--- src/rtl/dma_pkg.sv ---
// dma_pkg: shared types, channel count and helpers for the DMA channel arbiter
package dma_pkg;
  localparam int NUM_CH = 4;
  typedef enum logic [1:0] {IDLE, HOLD_WAIT, SERVICE} arb_state_t;
  function automatic logic [1:0] onehot_to_ch(input logic [NUM_CH-1:0] oh);
    onehot_to_ch = 2'd0;
    for (int i = 0; i < NUM_CH; i++) if (oh[i]) onehot_to_ch = 2'(i);
  endfunction
endpackage

--- src/rtl/dma_prio_resolver.sv ---
// dma_prio_resolver: picks the highest-priority pending channel, fixed or rotating
module dma_prio_resolver import dma_pkg::*; (
  input  logic [NUM_CH-1:0] pend,
  input  logic [1:0]        last,
  input  logic              rotate,
  output logic [1:0]        winner,
  output logic              valid
);
  logic [1:0] base;
  assign base = rotate ? last : 2'd3;
  // scan from lowest to highest priority so the last hit is the winner
  always_comb begin
    winner = 2'd0;
    valid  = 1'b0;
    for (int i = NUM_CH; i >= 1; i--) begin
      if (pend[base + 2'(i)]) begin
        winner = base + 2'(i);
        valid  = 1'b1;
      end
    end
  end
endmodule

--- src/rtl/dma_channel_arbiter.sv ---
// dma_channel_arbiter: request combining, HRQ/HLDA handshake and channel grant for the DMA controller
module dma_channel_arbiter import dma_pkg::*; (
  input  logic              CLK,
  input  logic              RESET_N,
  input  logic [NUM_CH-1:0] DREQ,
  input  logic              DREQ_Sense,
  input  logic              DACK_Sense,
  input  logic [NUM_CH-1:0] RequestReg,
  input  logic [NUM_CH-1:0] MaskedReg,
  input  logic              RotatingPriority,
  input  logic              MemToMem,
  input  logic              PriorityGen,
  input  logic              ldAck,
  input  logic              HLDA,
  output logic              HRQ,
  output logic [NUM_CH-1:0] DACK,
  output logic [NUM_CH-1:0] DMA_Req,
  output logic [1:0]        ActiveChannel,
  output logic              Busy
);
  arb_state_t        state, state_nxt;
  logic [NUM_CH-1:0] dreq_eff, raw, pend, grant, grant_nxt;
  logic [1:0]        last, last_nxt, winner;
  logic              valid;
  assign dreq_eff = DREQ ^ {NUM_CH{DREQ_Sense}};
  assign raw      = (dreq_eff & ~MaskedReg) | RequestReg;
  assign pend     = MemToMem ? {{(NUM_CH-1){1'b0}}, raw[0]} : raw;
  dma_prio_resolver u_prio (
    .pend   (pend),
    .last   (last),
    .rotate (RotatingPriority),
    .winner (winner),
    .valid  (valid)
  );
  // state, grant and rotation pointer; reset clears everything without a clock
  always_ff @(posedge CLK or negedge RESET_N) begin
    if (!RESET_N) begin
      state <= IDLE;
      grant <= '0;
      last  <= 2'd3;
    end else begin
      state <= state_nxt;
      grant <= grant_nxt;
      last  <= last_nxt;
    end
  end
  // handshake sequencing; the grant is frozen in SERVICE until ldAck or loss of HLDA
  always_comb begin
    state_nxt = state;
    grant_nxt = grant;
    last_nxt  = RotatingPriority ? last : 2'd3;
    if (state == IDLE) begin
      state_nxt = |pend ? HOLD_WAIT : IDLE;
    end else if (state == HOLD_WAIT) begin
      if (!(|pend)) state_nxt = IDLE;
      else if (HLDA && PriorityGen && valid) begin
        state_nxt = SERVICE;
        grant_nxt = NUM_CH'(1) << winner;
      end
    end else if (ldAck || !HLDA) begin
      state_nxt = IDLE;
      grant_nxt = '0;
      if (ldAck && RotatingPriority) last_nxt = onehot_to_ch(grant);
    end
  end
  assign HRQ           = state != IDLE;
  assign Busy          = state != IDLE;
  assign DMA_Req       = grant;
  assign ActiveChannel = onehot_to_ch(grant);
  assign DACK          = (MemToMem ? '0 : grant) ^ {NUM_CH{~DACK_Sense}};
endmodule

--- config.mk ---
export PLATFORM = sky130hd
export DESIGN_NAME = dma_channel_arbiter
export DESIGN_NICKNAME = d
export VERILOG_FILES = /design/src/rtl/dma_pkg.sv /design/src/rtl/dma_prio_resolver.sv /design/src/rtl/dma_channel_arbiter.sv
export SDC_FILE = /design/constraint.sdc
export NUM_CORES = 1
export LEC_CHECK = 0
export ABC_AREA = 1
export BUFFER_PORTS_ARGS = -buffer_cell sky130_fd_sc_hd__buf_2
export CAP_MARGIN = 20
export CORE_MARGIN = 1
export CORE_UTILIZATION = 45
export DETAILED_ROUTE_END_ITERATION = 12
export GPL_TIMING_DRIVEN = 1
export HOLD_SLACK_MARGIN = 0.06
export PLACE_DENSITY = 0.75
export SLEW_MARGIN = 20
export SYNTH_ARGS = -nofsm -noshare
export SYNTH_HDL_FRONTEND = slang
export SYNTH_SLANG_ARGS = --single-unit
--- constraint.sdc ---
create_clock -name CLK -period 2.1 [get_ports CLK]
set_input_delay 0.105 -clock CLK [delete_from_list [all_inputs] [get_ports CLK]]
set_output_delay 0.105 -clock CLK [all_outputs]
set_load 0.01 [all_outputs]
# Word level (Yosys, flattened, before mapping)
# Cells that the tools add are included.
totals:
  ff_bits: 8
  latch_bits: 0
  ramBits: 0
  rom_bits: 0
  in_bits: 21
  out_inout_bits: 12
  word_cells: 70
  mem_count: 0
op_classes:
  addsub: 3
  n_mul: 0
  div_mod_pow: 0
  magnitude_cmp: 4
  n_eq_ne: 4
  shifts: 1
  muxes: 36
  n_bitwise: 7
  n_reduce_logical: 12
ops:
  columns: ["operator", "n"]
  rows:
  - ["$mux W2", 16]
  - ["$mux W4", 6]
  - ["$lt A2 B3 Y1 const B", 4]
  - ["$mux W1", 10]
  - ["$bmux W1 S2", 4]
  - ["$xor A4 B4 Y4", 2]
  - ["$add A2 B2 Y2 const B", 2]
  - ["$and A4 B4 Y4", 1]
  - ["$ne A4 B3 Y1 const B", 1]
  - ["$not A4 Y4", 1]
  - ["$or A4 B4 Y4", 1]
  - ["$reduce_and A4 Y1", 1]
  - ["$reduce_bool A2 Y1", 2]
  - ["$reduce_or A4 Y1", 1]
  - ["$shl A1 B2 Y4 const A", 1]
  - ["$logic_and A1 B1 Y1", 3]
  - ["$reduce_bool A3 Y1", 1]
  - ["$add A2 B1 Y2 const B", 1]
  - ["$eq A2 B1 Y1 const B", 1]
  - ["$logic_not A2 Y1", 1]
  - ["$ne A2 B1 Y1 const B", 1]
  - ["$ne A2 B2 Y1 const B", 1]
  - ["$not A1 Y1", 2]
  - ["$reduce_and A2 Y1", 1]
  - ["2 further kinds", 2]

# Logic depth before layout (Yosys ltp)
# Gate-level depths: netlist of the first run.
depth:
  depth_word: 15
  depth_mapped: 15
  mapped_depth_nobuf: 15

# By module
# Synthesis of the first run repeated with hierarchy kept, for this count alone.
hier_totals:
  cells_unflattened: 151
  area_unflattened_um2: 944.7
modules_own_cells:
  columns: ["module", "instances", "cells_per_inst", "area_each_um2", "seq_area_each_um2"]
  rows:
  - ["dma_channel_arbiter", 1, 102, 704.4, 202.7]
  - ["dma_prio_resolver", 1, 49, 240.2, 0.0]

# Worst setup path before layout of the first run
# No wires, ideal clock.
synth_path:
  kind: "register -> register"
  from: "register last[0]"
  to: "register grant[1] (netlist: DMA_Req[1])"
  setup_time_ns: 0.124
  arrival_time_ns: 1.325
  required_ns: 1.976
  slack_ns: 0.651
  path_stages_with_launch: 14
  n_path_buf: 0
  synth_period_minus_slack_ns: 1.449
  cell_sequence: "dfstp_2 -> inv_1 -> nand2_2 -> inv_2 -> nand2_1 -> o21ai_2 -> inv_2 -> nand2_1 -> nand2_1 -> nand2_2 -> nand2_2 -> nand2_2 -> nand3_1 -> o21bai_1"
synth_between:
  elab_chain_len: 11
  word_cells_on_any_way: 27
  classes_between: "add/sub (3); eq/ne (1); shift (1); mux (20); reduce/logical (2)"
synth_rtl:
  columns: ["element", "line", "rtl"]
  rows:
  - ["start: declaration", "dma_channel_arbiter.sv:23", "logic [1:0] last, last_nxt, winner;"]
  - ["start signal: assignment", "dma_channel_arbiter.sv:44", "last <= last_nxt;"]
  - ["$mux W2 *", "dma_prio_resolver.sv:10", "assign base = rotate ? last : 2'd3;"]
  - ["$add A2 B2 Y2 / $bmux W1 S2 (equally long branches)", "dma_prio_resolver.sv:16, dma_prio_resolver.sv:17", null]
  - ["$bmux W1 S2 / $mux W1 (equally long branches)", "dma_prio_resolver.sv:16", "if (pend[base + 2'(i)]) begin"]
  - ["$mux W1 (implied by the code) / $mux W2 (equally long branches)", "dma_prio_resolver.sv:16", null]
  - ["$mux W2 (3 in series)", "dma_prio_resolver.sv:16", null]
  - ["$shl A1 B2 Y4", "dma_channel_arbiter.sv:58", "grant_nxt = NUM_CH'(1) << winner;"]
  - ["$mux W4", "dma_channel_arbiter.sv:56", "else if (HLDA && PriorityGen && valid) begin"]
  - ["$mux W4", "dma_channel_arbiter.sv:55", "if (!(|pend)) state_nxt = IDLE;"]
  - ["$mux W4", "dma_channel_arbiter.sv:54", "end else if (state == HOLD_WAIT) begin"]
  - ["end signal: assignment", "dma_channel_arbiter.sv:43", "grant <= grant_nxt;"]
  - ["end: declaration", "dma_channel_arbiter.sv:22", "logic [NUM_CH-1:0] dreq_eff, raw, pend, grant, grant_nxt;"]
# Every way passes the cells marked *; elsewhere a longest branch is shown, timed or not. The select of a mux whose other input is x is not followed.
# A chain may end at the register's enable or synchronous reset.

# Final worst setup path of the first run
# Ends and elaborated chain as after synthesis.

==> metrics.txt, run 1 <==
sequential share of the synthesized area=25.2%; Worst Hold Slack=0.175 ns; Leakage=0.000628 uW; synth cell count leaders=nand2_1 (48), inv_1 (23), nand3_1 (13); met3 Use GR=2.86%; top cell type's share of synthesized area=22.4%; CP Launch Point=last[0]$_DFF_PN1_; Final period util=between 70% and 80%; setup violators final=0; hold path startpoint=PriorityGen; Yosys top cell by area=nand2_1; area grow syn2layout=26.3%; min-delay worst type=in -> reg; end of the critical path=DMA_Req[1]$_DFFE_PN0P_; startpoint types=flip-flop; Crit Path Category=reg -> reg; Port Buffer Count=32; synthesized net count=156; final hold violation count=0; reg2reg path depth=12; share of cells above drive strength 1=approximately a third; ys async rst share=100%; Avg Inst Size Synth=between 5 and 6 um2; drt pass-1 iters=4; initial antenna violation count=0; CTS Sinks=8; Setup Fix Bufs, Post-CTS=0; Longest Clk Path Bufs=2; most numerous cell in the Yosys netlist=nand2_1; post-DP HPWL=1.50 mm; Post-synth EDFFs=0; R2R Setup Slk=roughly 0.47 ns; VDD IR max=0.476 mV; clock root cell=clkbuf_4; CP Capture Type=flip-flop; Top Usage Layer GRT=met2; reported max-cap violation count=0; vias=870; first-pass GRT wire length=~2.8 mm; Clock Skews=0.00295 ns; fill cell count=about 150; total power=a little under 700 uW; CP arrival=around 1.8 ns; vias in the first global route=754; total track usage=19.8%; Worst Path Required=2.28 ns; unrepaired setup endpoints after global routing=no; Final Critical Period=1.63 ns; status=finished clean; die width=~44 um; setup TNS=0 ns; clk_lat worst skew=between 0.2 and 0.3 ns; ranking of synthesized cells by area=nand2_1 (22%), dfrtp_1 (19%), inv_1 (11%), nand3_1 (8.1%), nand2_2 (7.0%); Power Density=682 mW/mm2; Core ar.=~0.0016 mm2; GP Congestion=0.862; post-synth design cell area=805 um2; final wirelength=1.72 mm; worst r2r dst=DMA_Req[1]$_DFFE_PN0P_; Top Ports=33; slew margin rel.=between 70% and 80%; post-route ant nets=0; most common flop cell mapped by yosys=dfrtp_1; measured slew at the worst slew-check pin=0.328 ns; Die ar.=0.00196 mm2; CTS H-tree depth=1; largest net degree at the start of global routing=13; Final nets=192; via density per instance=between 4 and 5; max-slew violations=0; Mapped Cells=135; # rows=14; drt first-iter violations=19; total CTS buffers=3; met1 usage=between 20% and 30%; grt total ovfl=0; DRC=0; WL per Instance=approximately 8.9 um; Synth Register Bits=8; Max Fclk=614 MHz; Die Y=44.3 um; Worst-path clk slew=~0.06 ns; Yosys warning count=0; Synth cell types=20; CTS tree=built; Max FO, Critical Path=7; worst reg2reg path startpoint=last[0]$_DFF_PN1_; Ant. Diodes=0; initial core utilization=50.5%; met2 global-route usage=33.5%
==> cell type report <==
type | count | area (um2) | share of cell area, %
timing repair buffer | 33 | 170 | 16.7
tap | 24 | 30.0 | 2.96
clock buffer | 4 | 26.3 | 2.59
inverter | 27 | 101 | 9.98
multi-input combinational | 98 | 485 | 47.8
sequential | 8 | 203 | 20.0
==> routing by layer <==
metal  routed length (um)  vias to the layer above
li1                     -                      478
met1                  797                      375
met2                  866                       15
met3                   34                        2
met4                   24                        0
met5                    0                        -
==> registers in the layout, summed over array words and instances, names as in the netlist <==
signal   cells
DMA_Req      4
last         2
state        2
==> critical path: stages, from the launching register on <==
cell and delay, ns:
dfstp_2 0.51, inv_1 0.06, nand2_2 0.14, inv_2 0.09
nand3_1 0.10, nand2_2 0.07, nand2_1 0.08, nand2_1 0.05
inv_1 0.06, nand2_2 0.06, nand3_2 0.07, nand3_1 0.11
o21bai_1 0.17
==> logic make-up (layout without fill, tap and decap cells) <==
| family | count (synthesis) | after routing | synth area share, % |
|---|---|---|---|
| compound gates | 12 | 12 | 9.33 |
| simple gates | 82 | 82 | 46.7 |
| xor+xnor | 4 | 4 | 4.35 |
| flops | 8 | 8 | 25.2 |
| buf+inv | 29 | 64 | 14.5 |
==> where the power goes <==
group | switching [uW] | total (uW) | internal (uW)
clock | 59.0 | 132 | 73.1
sequential | 22.0 | 211 | 189
combinational | 213 | 350 | 137
total | 295 | 693 | 399
==> placed cells by master, fill, tap and decap left out, types with 2 or more instances in the layout <==
cell	count
inv_1	23
xor2_1	4
nor2_2	2
nand2_2	9
nand3_1	13
o21ai_0	5
inv_2	4
nand3_2	3
dfrtp_1	6
o21ai_1	2
nor2_1	5
clkbuf_4	3
nand2_1	48
buf_2	32
o21bai_1	2
dfstp_2	2
==> metrics by stage <==
stage / instances / worst slack (ns) / utilization, % / cell area, um2
final: 194 / 0.470 / 63.7 / 1020
after floorplan: 135 / 0.651 / - / 805
after global placement: 189 / 0.532 / 61.5 / 980
after detailed placement: 189 / 0.495 / 61.5 / 980
after global routing: 194 / 0.310 / 63.7 / 1020
after CTS: 194 / 0.479 / 63.7 / 1020
==> worst min path at each step <==
stage	to	slack, ns	cells after the start
2_1_floorplan	DMA_Req[0]$_DFFE_PN0P_	-0.19	0
6_report	state[1]$_DFFE_PN0P_	0.18	3
5_1_grt	DMA_Req[1]$_DFFE_PN0P_	0.22	2
3_3_place_gp	DMA_Req[3]$_DFFE_PN0P_	-0.05	1
3_5_place_dp	DMA_Req[1]$_DFFE_PN0P_	-0.05	1
4_1_cts	state[1]$_DFFE_PN0P_	0.18	3
==> what timing repair did <==
action	4_1_cts	5_1_grt
hold buffers	1	0
gates resized for setup	0	0
hold endpoints to repair	8	0
Power figures use the tool's default switching activity.
==> run 2, diff against run 1 <==
==> constraint.sdc (replaced) <==
create_clock -name CLK -period 1.5 [get_ports CLK]
set_input_delay 0.075 -clock CLK [delete_from_list [all_inputs] [get_ports CLK]]
set_output_delay 0.075 -clock CLK [all_outputs]
set_load 0.01 [all_outputs]
==> run 2 against run 1 <==
Effect of this change: the flow now finishes with violations (negative setup slack); total power up 48%; via count grew 8.5%; critical path depth unchanged; final area is 14% higher; count of clock-buffer cells in the layout unchanged; clock power up 30%; sequential share of layout area is 2.4 points lower; hold slack worse by 0.011 ns; cell count increased by 3.1%; clock skew grew 0.0019 ns; routed wire length increased by 17%; largest power group unchanged.
==> metrics.txt, run 2 (synthesis results as in run 1) <==
status=complete, but fails checks; failing checks=negative setup slack; total CTS buffers=3 (unchanged); # rows=14 (unchanged); Longest Clk Path Bufs=2 (unchanged); VDD IR max=0.758 mV (+59%); Die ar.=0.00196 mm2 (unchanged); CP arrival=1.71 ns (-0.10 ns); first-pass GRT wire length=3.27 mm (+16%); drt first-iter violations=16 (-3); slew margin rel.=72.0% (-6.1 points); startpoint types=flip-flop; GP Congestion=0.910 (+5.6%); Leakage=0.000658 uW (+4.6%); max-slew violations=0 (unchanged); commonest non-fill, non-tap cell in the layout=nand2_1; Top Usage Layer GRT=met2; min-delay worst type=in -> reg; die width=44.3 um (unchanged); drt pass-1 iters=5 (+1); multi-input logic area=572 um2 (+18%); largest net degree at the start of global routing=13 (unchanged); Max FO, Critical Path=6 (-1); R2R Setup Slk=-0.04 ns (-0.51 ns); met2 global-route usage=40.0% (+6.5 points); WL per Instance=10.1 um (+13%); Worst-path clk slew=0.06 ns (about the same); total track usage=22.4% (+2.6 points); Ant. Diodes=0 (unchanged); Power Density=889 mW/mm2 (+30%); CP Capture Type=flip-flop; final worst setup slack=-0.0424 ns (-0.513 ns); fill cell count=136 (-9.9%); Top Ports=33 (unchanged); post-DP HPWL=1.52 mm (+1.2%); met1 usage=27.6% (+3.9 points); Final nets=198 (+3.1%); FF/Latch Area=203 um2 (unchanged); setup TNS=-0.117 ns (-0.117 ns); final hold violation count=0 (unchanged); measured slew at the worst slew-check pin=0.419 ns (+0.0908 ns); Crit Path Category=reg -> reg; pre-CTS setup slack=-0.0873 ns (-0.582 ns); clock root cell=clkbuf_4; Die Y=44.3 um (unchanged); most frequent cells in the layout=nand2_1 (38), buf_2 (32), inv_1 (19), nand2_2 (17), nand3_2 (10); CTS H-tree depth=1 (unchanged); area grow syn2layout=43.5%; DRC=0 (unchanged); CTS tree=built; initial antenna violation count=0 (unchanged); via density per instance=4.72 (+5.3%); met3 Use GR=2.45% (-0.41 points); max FFs per register=4 (unchanged); grt total ovfl=0 (unchanged); vias=944 (+8.5%); placed instance count=191 (+1.1%); vias in the first global route=861 (+14%); Worst Path Required=1.67 ns (-0.61 ns); post-route ant nets=0 (unchanged); reported max-cap violation count=0 (unchanged); fin cells=200 (+3.1%); final wirelength=2.02 mm (+17%); CTS Sinks=8 (unchanged); Core ar.=0.00159 mm2 (unchanged); Final period util=103% (+25 points); unrepaired setup endpoints after global routing=yes; share of cells above drive strength 1=48.3% (+14 points); Final Critical Period=1.54 ns (-0.0873 ns); Max Fclk=648 MHz (+5.7%); initial core utilization=50.5% (unchanged); Clock Skews=0.00481 ns (+0.00186 ns); setup violators final=4 (+4); clk_lat worst skew=0.25 ns (about the same); Port Buffer Count=32 (unchanged)
[run 2: cell type report]
cell class	count	share of cell area, %
clock buffer	4	2.28
inverter	27	9.43
multi-input combinational	98	49.5
sequential	8	17.6
tap	24	2.60
timing repair buffer	39	18.6
[run 2: routing by layer]
metal  wire length, um  vias up  part of all wire (%)
met5                 0        -                     0
met4                 0        0                     0
met3                40        0                   2.0
met2              1090       18                    54
met1               880      435                    44
li1                  -      491                     -
[run 2: worst max-delay path, cell delays in order, from the launching register on]
cell and delay (ns):
dfstp_2 0.54, inv_4 0.06, nand2_8 0.08, inv_6 0.05, nand3_2 0.07, nand2_2 0.07, nand2_1 0.09, nand2_1 0.07
nand2_2 0.08, nand2_2 0.05, nand2_2 0.08, nand3_2 0.07, o21bai_1 0.15
[run 2: stage by stage]
step / instance area, um2 / hold slack, ns / power [uW] / util, %
2_1_floorplan: 805 / -0.221 / 647 / -
3_3_place_gp: 995 / -0.0805 / 791 / 62.4
3_5_place_dp: 995 / -0.0774 / 800 / 62.4
4_1_cts: 1110 / 0.156 / 1010 / 69.4
5_1_grt: 1150 / 0.179 / 1120 / 72.4
6_report: 1150 / 0.165 / 1030 / 72.4
[run 2: final timing paths]
check / start / to / cells after the start
min in group asynchronous: RESET_N / DMA_Req[0]$_DFFE_PN0P_ / 2
worst min-delay path: PriorityGen / state[1]$_DFFE_PN0P_ / 3
worst min register to register: state[0]$_DFFE_PN0P_ / state[0]$_DFFE_PN0P_ / 2
worst max-delay path: last[0]$_DFF_PN1_ / DMA_Req[3]$_DFFE_PN0P_ / 12
worst max register to register: last[0]$_DFF_PN1_ / DMA_Req[3]$_DFFE_PN0P_ / 12
max in group asynchronous: RESET_N / last[0]$_DFF_PN1_ / 2
[run 2: power by group]
group | total [uW] | switching [uW] | internal, uW
logic | 554 | 336 | 218
registers | 301 | 36.3 | 265
clock network | 172 | 70.5 | 102
[run 2: timing repair]
item,in CTS,in global routing
gates resized for setup,14,14
setup endpoints to repair,4,4
buffers inserted,4,0
hold endpoints to repair,8,0
hold buffers,1,0
pin swaps,13,11
